==> src/rtl/vt_engine.sv <==
// vt_engine: byte-stream terminal engine. Parses printable bytes, control
// characters and a small CSI subset, then issues cell writes to VRAM through a
// valid/ready channel. The screen is a circular window of SCREEN_ROWS rows
// inside VRAM_ROWS physical rows, and scrolling moves top_row.
module vt_engine #(
  parameter int COLS        = 100,
  parameter int SCREEN_ROWS = 30,
  parameter int VRAM_ROWS   = 32,
  parameter int TAB_WIDTH   = 8,
  localparam int RW = $clog2(VRAM_ROWS),
  localparam int CW = $clog2(COLS)
) (
  input  logic          clk,
  input  logic          reset,
  output logic          host_ready,
  input  logic          host_valid,
  input  logic [7:0]    host_byte,
  input  logic          vram_ready,
  output logic          vram_valid,
  output logic [RW-1:0] vram_row,
  output logic [CW-1:0] vram_col,
  output logic [7:0]    vram_byte,
  output logic [RW-1:0] top_row,
  output logic [RW-1:0] cursor_row,
  output logic [CW-1:0] cursor_col
);

  typedef enum logic [2:0] {
    S_IDLE,
    S_ESC,
    S_CSI,
    S_DISPLAY,
    S_SCROLL,
    S_CLEAR
  } state_t;

  localparam logic [7:0] CH_BS    = 8'd8;
  localparam logic [7:0] CH_TAB   = 8'd9;
  localparam logic [7:0] CH_LF    = 8'd10;
  localparam logic [7:0] CH_CR    = 8'd13;
  localparam logic [7:0] CH_ESC   = 8'd27;
  localparam logic [7:0] CH_SPACE = 8'h20;
  localparam logic [7:0] CH_LBRK  = 8'h5B;
  localparam logic [7:0] CH_A     = 8'h41;
  localparam logic [7:0] CH_B     = 8'h42;
  localparam logic [7:0] CH_C     = 8'h43;
  localparam logic [7:0] CH_D     = 8'h44;
  localparam logic [7:0] CH_J     = 8'h4A;
  localparam logic [7:0] CH_K     = 8'h4B;

  localparam logic [CW-1:0] LAST_COL  = CW'(COLS - 1);
  localparam logic [RW-1:0] ROW_SPAN  = RW'(SCREEN_ROWS - 1);

  state_t        state, state_n;
  logic [RW-1:0] top_row_n, cursor_row_n;
  logic [CW-1:0] cursor_col_n;
  logic [6:0]    param, param_n;
  logic          seen, seen_n;
  logic [7:0]    char_q, char_n;
  logic [RW-1:0] wr_row, wr_row_n;
  logic [CW-1:0] wr_col, wr_col_n;
  logic [RW-1:0] rows_left, rows_left_n;
  logic          clr_home, clr_home_n;
  logic          do_lf;

  logic          host_fire, vram_fire;
  logic [RW-1:0] bottom;
  logic [6:0]    n_val;
  logic [31:0]   n32;
  logic [RW-1:0] dist_up, dist_down;
  logic [RW-1:0] up_row, down_row;
  logic [31:0]   col_sum, tab_next, digit_sum;
  logic [CW-1:0] right_col, left_col, tab_col;
  logic [6:0]    digit_param;
  logic          is_digit;

  assign host_ready = (state == S_IDLE) || (state == S_ESC) || (state == S_CSI);
  assign host_fire  = host_valid && host_ready;
  assign vram_fire  = vram_valid && vram_ready;
  assign bottom     = top_row + ROW_SPAN;

  // Cursor-move candidates; distances wrap modulo VRAM_ROWS so clamping works
  // across the physical wrap point.
  assign n_val     = (seen && (param != '0)) ? param : 7'd1;
  assign n32       = 32'(n_val);
  assign dist_up   = cursor_row - top_row;
  assign dist_down = bottom - cursor_row;
  assign up_row    = (n32 >= 32'(dist_up))   ? top_row : cursor_row - RW'(n_val);
  assign down_row  = (n32 >= 32'(dist_down)) ? bottom  : cursor_row + RW'(n_val);
  assign col_sum   = 32'(cursor_col) + n32;
  assign right_col = (col_sum > 32'(COLS - 1)) ? LAST_COL : CW'(col_sum);
  assign left_col  = (n32 >= 32'(cursor_col)) ? '0 : cursor_col - CW'(n_val);
  assign tab_next  = (32'(cursor_col) / 32'(TAB_WIDTH) + 32'd1) * 32'(TAB_WIDTH);
  assign tab_col   = (tab_next > 32'(COLS - 1)) ? LAST_COL : CW'(tab_next);
  assign is_digit  = (host_byte >= 8'h30) && (host_byte <= 8'h39);
  assign digit_sum = 32'(param) * 32'd10 + 32'(host_byte - 8'h30);
  assign digit_param = (digit_sum > 32'd99) ? 7'd99 : 7'(digit_sum);

  // VRAM channel driven purely from registered state so it holds while stalled.
  always_comb begin
    vram_valid = 1'b0;
    vram_row   = cursor_row;
    vram_col   = cursor_col;
    vram_byte  = CH_SPACE;
    case (state)
      S_DISPLAY: begin
        vram_valid = 1'b1;
        vram_byte  = char_q;
      end
      S_SCROLL: begin
        vram_valid = 1'b1;
        vram_col   = wr_col;
      end
      S_CLEAR: begin
        vram_valid = 1'b1;
        vram_row   = wr_row;
        vram_col   = wr_col;
      end
      default: ;
    endcase
  end

  // Next-state and datapath updates for the parser and write sequencers.
  always_comb begin
    state_n      = state;
    top_row_n    = top_row;
    cursor_row_n = cursor_row;
    cursor_col_n = cursor_col;
    param_n      = param;
    seen_n       = seen;
    char_n       = char_q;
    wr_row_n     = wr_row;
    wr_col_n     = wr_col;
    rows_left_n  = rows_left;
    clr_home_n   = clr_home;
    do_lf        = 1'b0;

    case (state)
      S_IDLE: begin
        if (host_fire) begin
          case (host_byte)
            CH_BS:  if (cursor_col != '0) cursor_col_n = cursor_col - 1'b1;
            CH_CR:  cursor_col_n = '0;
            CH_LF:  do_lf = 1'b1;
            CH_TAB: cursor_col_n = tab_col;
            CH_ESC: state_n = S_ESC;
            default: begin
              char_n  = host_byte;
              state_n = S_DISPLAY;
            end
          endcase
        end
      end

      S_ESC: begin
        if (host_fire) begin
          if (host_byte == CH_LBRK) begin
            param_n = '0;
            seen_n  = 1'b0;
            state_n = S_CSI;
          end else begin
            state_n = S_IDLE;
          end
        end
      end

      S_CSI: begin
        if (host_fire) begin
          if (is_digit) begin
            param_n = digit_param;
            seen_n  = 1'b1;
          end else begin
            state_n = S_IDLE;
            case (host_byte)
              CH_A: cursor_row_n = up_row;
              CH_B: cursor_row_n = down_row;
              CH_C: cursor_col_n = right_col;
              CH_D: cursor_col_n = left_col;
              CH_K: begin
                wr_row_n    = cursor_row;
                wr_col_n    = cursor_col;
                rows_left_n = '0;
                clr_home_n  = 1'b0;
                state_n     = S_CLEAR;
              end
              CH_J: begin
                if (param == 7'd2) begin
                  wr_row_n    = top_row;
                  wr_col_n    = '0;
                  rows_left_n = ROW_SPAN;
                  clr_home_n  = 1'b1;
                  state_n     = S_CLEAR;
                end
              end
              default: ;
            endcase
          end
        end
      end

      S_DISPLAY: begin
        if (vram_fire) begin
          if (cursor_col < LAST_COL) begin
            cursor_col_n = cursor_col + 1'b1;
            state_n      = S_IDLE;
          end else begin
            cursor_col_n = '0;
            do_lf        = 1'b1;
          end
        end
      end

      S_SCROLL: begin
        if (vram_fire) begin
          if (wr_col == LAST_COL) state_n = S_IDLE;
          else                    wr_col_n = wr_col + 1'b1;
        end
      end

      S_CLEAR: begin
        if (vram_fire) begin
          if (wr_col == LAST_COL) begin
            if (rows_left == '0) begin
              state_n = S_IDLE;
              if (clr_home) begin
                cursor_row_n = top_row;
                cursor_col_n = '0;
              end
            end else begin
              wr_row_n    = wr_row + 1'b1;
              wr_col_n    = '0;
              rows_left_n = rows_left - 1'b1;
            end
          end else begin
            wr_col_n = wr_col + 1'b1;
          end
        end
      end

      default: state_n = S_IDLE;
    endcase

    // Shared line-feed path used by LF and by printing past the last column.
    if (do_lf) begin
      cursor_row_n = cursor_row + 1'b1;
      if (cursor_row != bottom) begin
        state_n = S_IDLE;
      end else begin
        top_row_n = top_row + 1'b1;
        wr_col_n  = '0;
        state_n   = S_SCROLL;
      end
    end
  end

  // State register; reset overrides any same-cycle update.
  always_ff @(posedge clk) begin
    if (reset) begin
      state      <= S_IDLE;
      top_row    <= '0;
      cursor_row <= '0;
      cursor_col <= '0;
      param      <= '0;
      seen       <= 1'b0;
      char_q     <= '0;
      wr_row     <= '0;
      wr_col     <= '0;
      rows_left  <= '0;
      clr_home   <= 1'b0;
    end else begin
      state      <= state_n;
      top_row    <= top_row_n;
      cursor_row <= cursor_row_n;
      cursor_col <= cursor_col_n;
      param      <= param_n;
      seen       <= seen_n;
      char_q     <= char_n;
      wr_row     <= wr_row_n;
      wr_col     <= wr_col_n;
      rows_left  <= rows_left_n;
      clr_home   <= clr_home_n;
    end
  end

endmodule

==> config.mk <==
export PLATFORM = sky130hd
export DESIGN_NAME = vt_engine
export DESIGN_NICKNAME = d
export VERILOG_FILES = /design/src/rtl/vt_engine.sv
export SDC_FILE = /design/constraint.sdc
export NUM_CORES = 1
export LEC_CHECK = 0
export CAP_MARGIN = 25
export CORE_ASPECT_RATIO = 1.1
export CORE_UTILIZATION = 40
export DETAILED_ROUTE_END_ITERATION = 7
export SLEW_MARGIN = 30
export SYNTH_ARGS = -nofsm -noshare
export SYNTH_HDL_FRONTEND = slang
export SYNTH_SLANG_ARGS = --single-unit
==> constraint.sdc <==
create_clock -name clk -period 4 [get_ports clk]
set_clock_uncertainty 0.15 [all_clocks]
set_input_delay 0.8 -clock clk [delete_from_list [all_inputs] [get_ports clk]]
set_output_delay 0.8 -clock clk [all_outputs]
set_load 0.02 [all_outputs]
Word-level counts from Yosys, hierarchy flattened
Cells that the tools add are included.
Storage, ports and cells
  register bits after elaboration: 54
  input bits: 12
  output and inout bits: 39
  logic and storage cells: 216
Operators by class
  $add $sub $neg: 17
  multiply operators: 1
  order comparisons: 9
  eq/ne operators: 52
  muxes and demuxes: 96
  bitwise logic cells: 3
  reductions and logical operators: 27
Operator list (count)
  7-bit two-way mux: 30
  5-bit two-way mux: 22
  5-bit one-hot mux with 2 select lines: 6
  8-bit by 7-bit equality test with 1-bit output, second input constant: 7
  3-bit != test, second input constant: 15
  3-bit two-way mux: 14
  7-bit one-hot mux with 2 select lines: 3
  7-bit one-hot mux with 3 select lines: 2
  8-bit by 4-bit equality test with 1-bit output, second input constant: 4
  32-bit by 7-bit greater-than comparator with 1-bit output, second input constant: 1
  7-bit one-hot mux with 4 select lines: 1
  2-bit != test, second input constant: 12
  12-bit AND reduction: 2
  3-bit one-hot mux with 6 select lines: 1
  8-bit by 7-bit greater-than comparator with 1-bit output, second input constant: 2
  8-bit AND reduction: 2
  5-bit by 1-bit adder with 5-bit output, second input constant: 3
  5-bit subtractor: 3
  7-bit by 1-bit adder with 7-bit output, second input constant: 2
  7-bit by 5-bit >= comparator with 1-bit output: 2
  7-bit nonzero test: 2
  12-bit by 9-bit adder with 13-bit output: 1
  3-bit one-hot mux with 2 select lines: 2
  7-bit by 3-bit multiplier with 10-bit output, second input constant: 1
  other kinds (42): 65

Longest topological paths before layout
  word-level depth: 10
  mapped depth: 17

Worst setup path after synthesis
OpenSTA, ideal clock, no wires.
  path kind: register to register
  start: register param[1]
  end: register param[5]
  data arrival time: 3.265 ns
  data required time: 3.710 ns
  setup slack: 0.445 ns
  cell stages (with the launch flop): 17
  buffers on the path: 1
  cells stage by stage: dfxtp_1 ha_1 ha_1 fa_1 a21oi_1 nor2_1 nor2_1 nor2b_1 o21a_1 ha_1 clkbuf_1 nand2_1 o32a_1 o21ai_0 o2111ai_1 a21oi_1 a221oi_1
Between the ends
  cells in the longest elaborated chain, start to end: 7
Ends and longest elaborated chain
  start, declared: RTL line 57  | logic [6:0] param, param_n;
  start signal, assigned: RTL line 275  | param <= param_n;
  7-bit by 3-bit multiplier with 10-bit output *: RTL line 96  | assign digit_sum = 32'(param) * 32'd10 + 32'(host_byte - 8'h30);
  12-bit by 9-bit adder with 13-bit output *: RTL line 96
  32-bit by 7-bit greater-than comparator with 1-bit output: RTL line 97  | assign digit_param = (digit_sum > 32'd99) ? 7'd99 : 7'(digit_sum);
  7-bit two-way mux *: RTL line 97
  7-bit two-way mux *: RTL line 169  | if (is_digit) begin
  7-bit two-way mux *: RTL line 168  | if (host_fire) begin
  7-bit one-hot mux with 2 select lines *: RTL line 138  | case (state)
Mark *: on every way between the ends. The rest lies on a longest branch, timed or not. The select of a mux whose other input is x is not followed.
A chain may end at the register's enable or synchronous reset.

Worst setup path after layout
  start: register param[3]
  end: register param[5]
The elaborated chain is that of the path after synthesis.

==> impl_metrics.py <==
metrics = {
    "cells_and_area": {
        "final_cell_mix": "ha_1 (75), nand2_1 (73), nor2_1 (68)",
        "diodes": 0,
        "layout_commonest_cell": "ha_1",
        "fill_cells": 1692,
        "final_area_um2": 7662,
        "drive_above_1_share_pct": 7.455,
        "nets": 1034,
        "fin_cells": 1143,
        "synthToLayoutAreaGrowth_pct": 15.50,
    },
    "global_route": {
        "grt_max_degree": 35,
        "antenna_found_initial": 0,
        "grt-ovfl-total": 0,
        "grt_usage_pct": 23.56,
        "grt_pass1_vias": 6180,
        "grt_pass1_wl_mm": 32.36,
    },
    "placement": {
        "placedCellCount": 1133,
        "placed_area_um2": 7487,
        "globalplace.congestion": 0.9153,
        "dp_hpwl_mm": 15.72,
        "portBuffers": 50,
    },
    "cts": {
        "cts_buffer_depth": 2,
        "cts.htree.levels": 2,
        "cts.clk_slew.worst_paths_ps": 80,
        "clk_latency_ps": 300,
        "cts-root-buf": "clkbuf_16",
        "cts_tree": "yes",
        "cts.sinks": 54,
        "holdBufCountCts": 0,
        "cts_buffers": 5,
    },
    "routing": {
        "wire_per_inst_um": 17.83,
        "drt_iter0_markers": 439,
        "via_per_inst": 5.936,
        "drc": 8,
        "vias": 6785,
        "totalWireLength_mm": 20.38,
        "dr.pass1.iters": 7,
        "postRouteAntennaNets": 0,
    },
    "synthesis": {
        "synth_edf_count": 0,
        "synth_area_leaders": "dfxtp_1 (16%), ha_1 (14%), a21oi_1 (5.1%)",
        "synth-async-reset-ratio_pct": 0,
        "yosys.area.top_type": "dfxtp_1",
        "yosys.area.top_type_share_pct": 16.30,
        "synth.distinct_cells": 78,
        "yosys_warnings": 0,
        "syn_area_um2": 6634,
        "postSynthCellCount": 889,
        "avgSynthCellArea_um2": 7.462,
        "ys_seq_area_share_pct": 16.30,
        "ys.flop_type": "dfxtp_1",
        "synth.ff_latch_count": 54,
        "syn_nets": 985,
    },
    "worst_hold_path": {
        "hp-class": "reg2reg",
        "min_from": "char_q[0]",
    },
    "timing": {
        "finalHoldViolations": 0,
        "rsz0062_at_grt": "no",
        "finalCritPeriodShare_pct": 92.39,
        "whs_ps": 338.7,
        "setup_viol": 0,
        "tns_ps": 0,
        "max_freq_ghz": 0.2706,
        "tightest_slew_ps": 671.4,
        "relSlewSlack_pct": 54.77,
        "fin_crit_ps": 3696,
        "final_max_slew_viol_count": 0,
    },
    "pwr": {
        "total_power_mw": 3.287,
        "ir_drop_uv": 204.4,
        "p_per_area_nw_per_um2": 429.0,
        "p_leak_nw": 3.149,
    },
    "setup_path": {
        "critPathSlowestCell": "dfxtp_1",
        "worstReg2RegStart": "param[3]",
        "cp_data_required_time_ps": 4020,
        "slowest_delay_ps": 430,
        "crit_chain": "ha_1, ha_1, fa_1, a21oi_1, nor2_1, nor2_1, nor2b_1, o21a_1, ha_2, nand2_1, o32a_1, o21ai_0, o2111ai_1, a21oi_2, a221oi_1",
        "crit_fanout": 8,
        "cp-start-kind": "register",
        "endpoint_kind": "register",
        "crit_arrival_ps": 3710,
        "crit_type": "reg2reg",
        "startpoint": "param[3]",
    },
    "floorplanning": {
        "die-area_um2": 17100,
        "placementRows": 49,
        "initial_core_util_pct": 40.68,
        "pin_count": 51,
        "fp.dieW_um": 124.8,
        "die_h_um": 137.1,
        "coreArea_um2": 16310,
    },
    "job": {
        "maxCapViolCount": 0,
    },
    "status": {
        "violations": "DRC",
        "outcome": "finished, violations left",
    },
}
power breakdown:
group / internal, mW / total, mW / switching, mW / leakage, nW
registers: 0.608 / 0.679 / 0.0711 / 0.437
logic: 0.852 / 2.13 / 1.28 / 2.64
clock network: 0.241 / 0.480 / 0.239 / 0.0763
total: 1.70 / 3.29 / 1.59 / 3.15
what timing repair did:
action	4_1_cts	5_1_grt
endpoints found under the hold margin	0	0
gates resized for setup	0	2
endpoints found under the setup margin	0	6
buffers inserted	0	2
sequential cells by signal, indices dropped and copies added, names as in the netlist, 3 cells and up:
register / cells
char_q: 8
cursor_col: 7
cursor_row: 5
param: 7
rows_left: 5
state: 3
top_row: 5
wr_col: 7
wr_row: 5
worst max-delay path: cells and delay by family, from the launching register on:
family,cells,cell delay (ps)
AOI/OAI and AO/OA,7,1340
adders and majority gates,4,1300
and+or+nand+nor,4,350
DFF,1,430
area by class of cell:
cell class / instances / area (um^2) / area share (%)
multi-input cells: 730 / 5147 / 67.18
flip-flops and latches: 54 / 1081 / 14.11
repair buffers: 94 / 825.8 / 10.78
well taps: 204 / 255.2 / 3.331
inverters: 53 / 198.9 / 2.596
clock buffers: 5 / 125.1 / 1.633
clock inverters: 3 / 28.78 / 0.3756
Yosys cell counts (9+ instances only):
| cell | n |
|---|---|
| xor2_1 | 16 |
| nand2b_1 | 14 |
| dfxtp_1 | 54 |
| nor2_1 | 68 |
| ha_1 | 76 |
| o211ai_1 | 12 |
| a31oi_1 | 18 |
| nand3_1 | 23 |
| clkbuf_1 | 43 |
| nand2_1 | 73 |
| o21a_1 | 11 |
| a21o_1 | 22 |
| nor2b_1 | 11 |
| a21oi_1 | 67 |
| and2_1 | 12 |
| and3_1 | 9 |
| mux2i_1 | 19 |
| nand4_1 | 13 |
| or3_1 | 11 |
| xnor2_1 | 24 |
| o21ai_0 | 54 |
| nor3_1 | 21 |
| inv_1 | 53 |
| nand3b_1 | 11 |
metal layers:
layer / track usage [%] / up-vias / part of all wire (%)
met5: 0 / - / 0
met4: 8.848 / 0 / 2.7
met3: 2.111 / 39 / 5.1
met2: 39.26 / 209 / 46
met1: 31.65 / 3154 / 47
li1: - / 3383 / -
metrics by stage:
step                      utilization [%]  setup slack [ps]
after global routing                46.98             20.12
after global placement              45.91             100.6
after CTS                           46.85             180.4
after floorplan                         -             445.2
after detailed placement            45.91             57.22
final                               46.98             304.3
logic make-up after synthesis:
| group | Yosys count | synth area share [%] |
|---|---|---|
| buffers and inverters | 105 | 6.205 |
| adder cells (fa/ha/maj) | 84 | 16.75 |
| AO/OA/AOI/OAI | 285 | 28.76 |
| XOR/XNOR | 40 | 5.281 |
| flip-flops | 54 | 16.30 |
| multiplexers | 19 | 2.867 |
| AND/OR/NAND/NOR | 302 | 23.84 |
path summary, 6_finish.rpt:
check                                  to  slack, ps  depth (start not counted)
worst min register to register  char_q[0]        340                          2
worst min-delay path            char_q[0]        340                          2
worst max register to register   param[5]        300                         15
worst max-delay path             param[5]        300                         15
No activity file was read; power rests on OpenSTA's default activity.
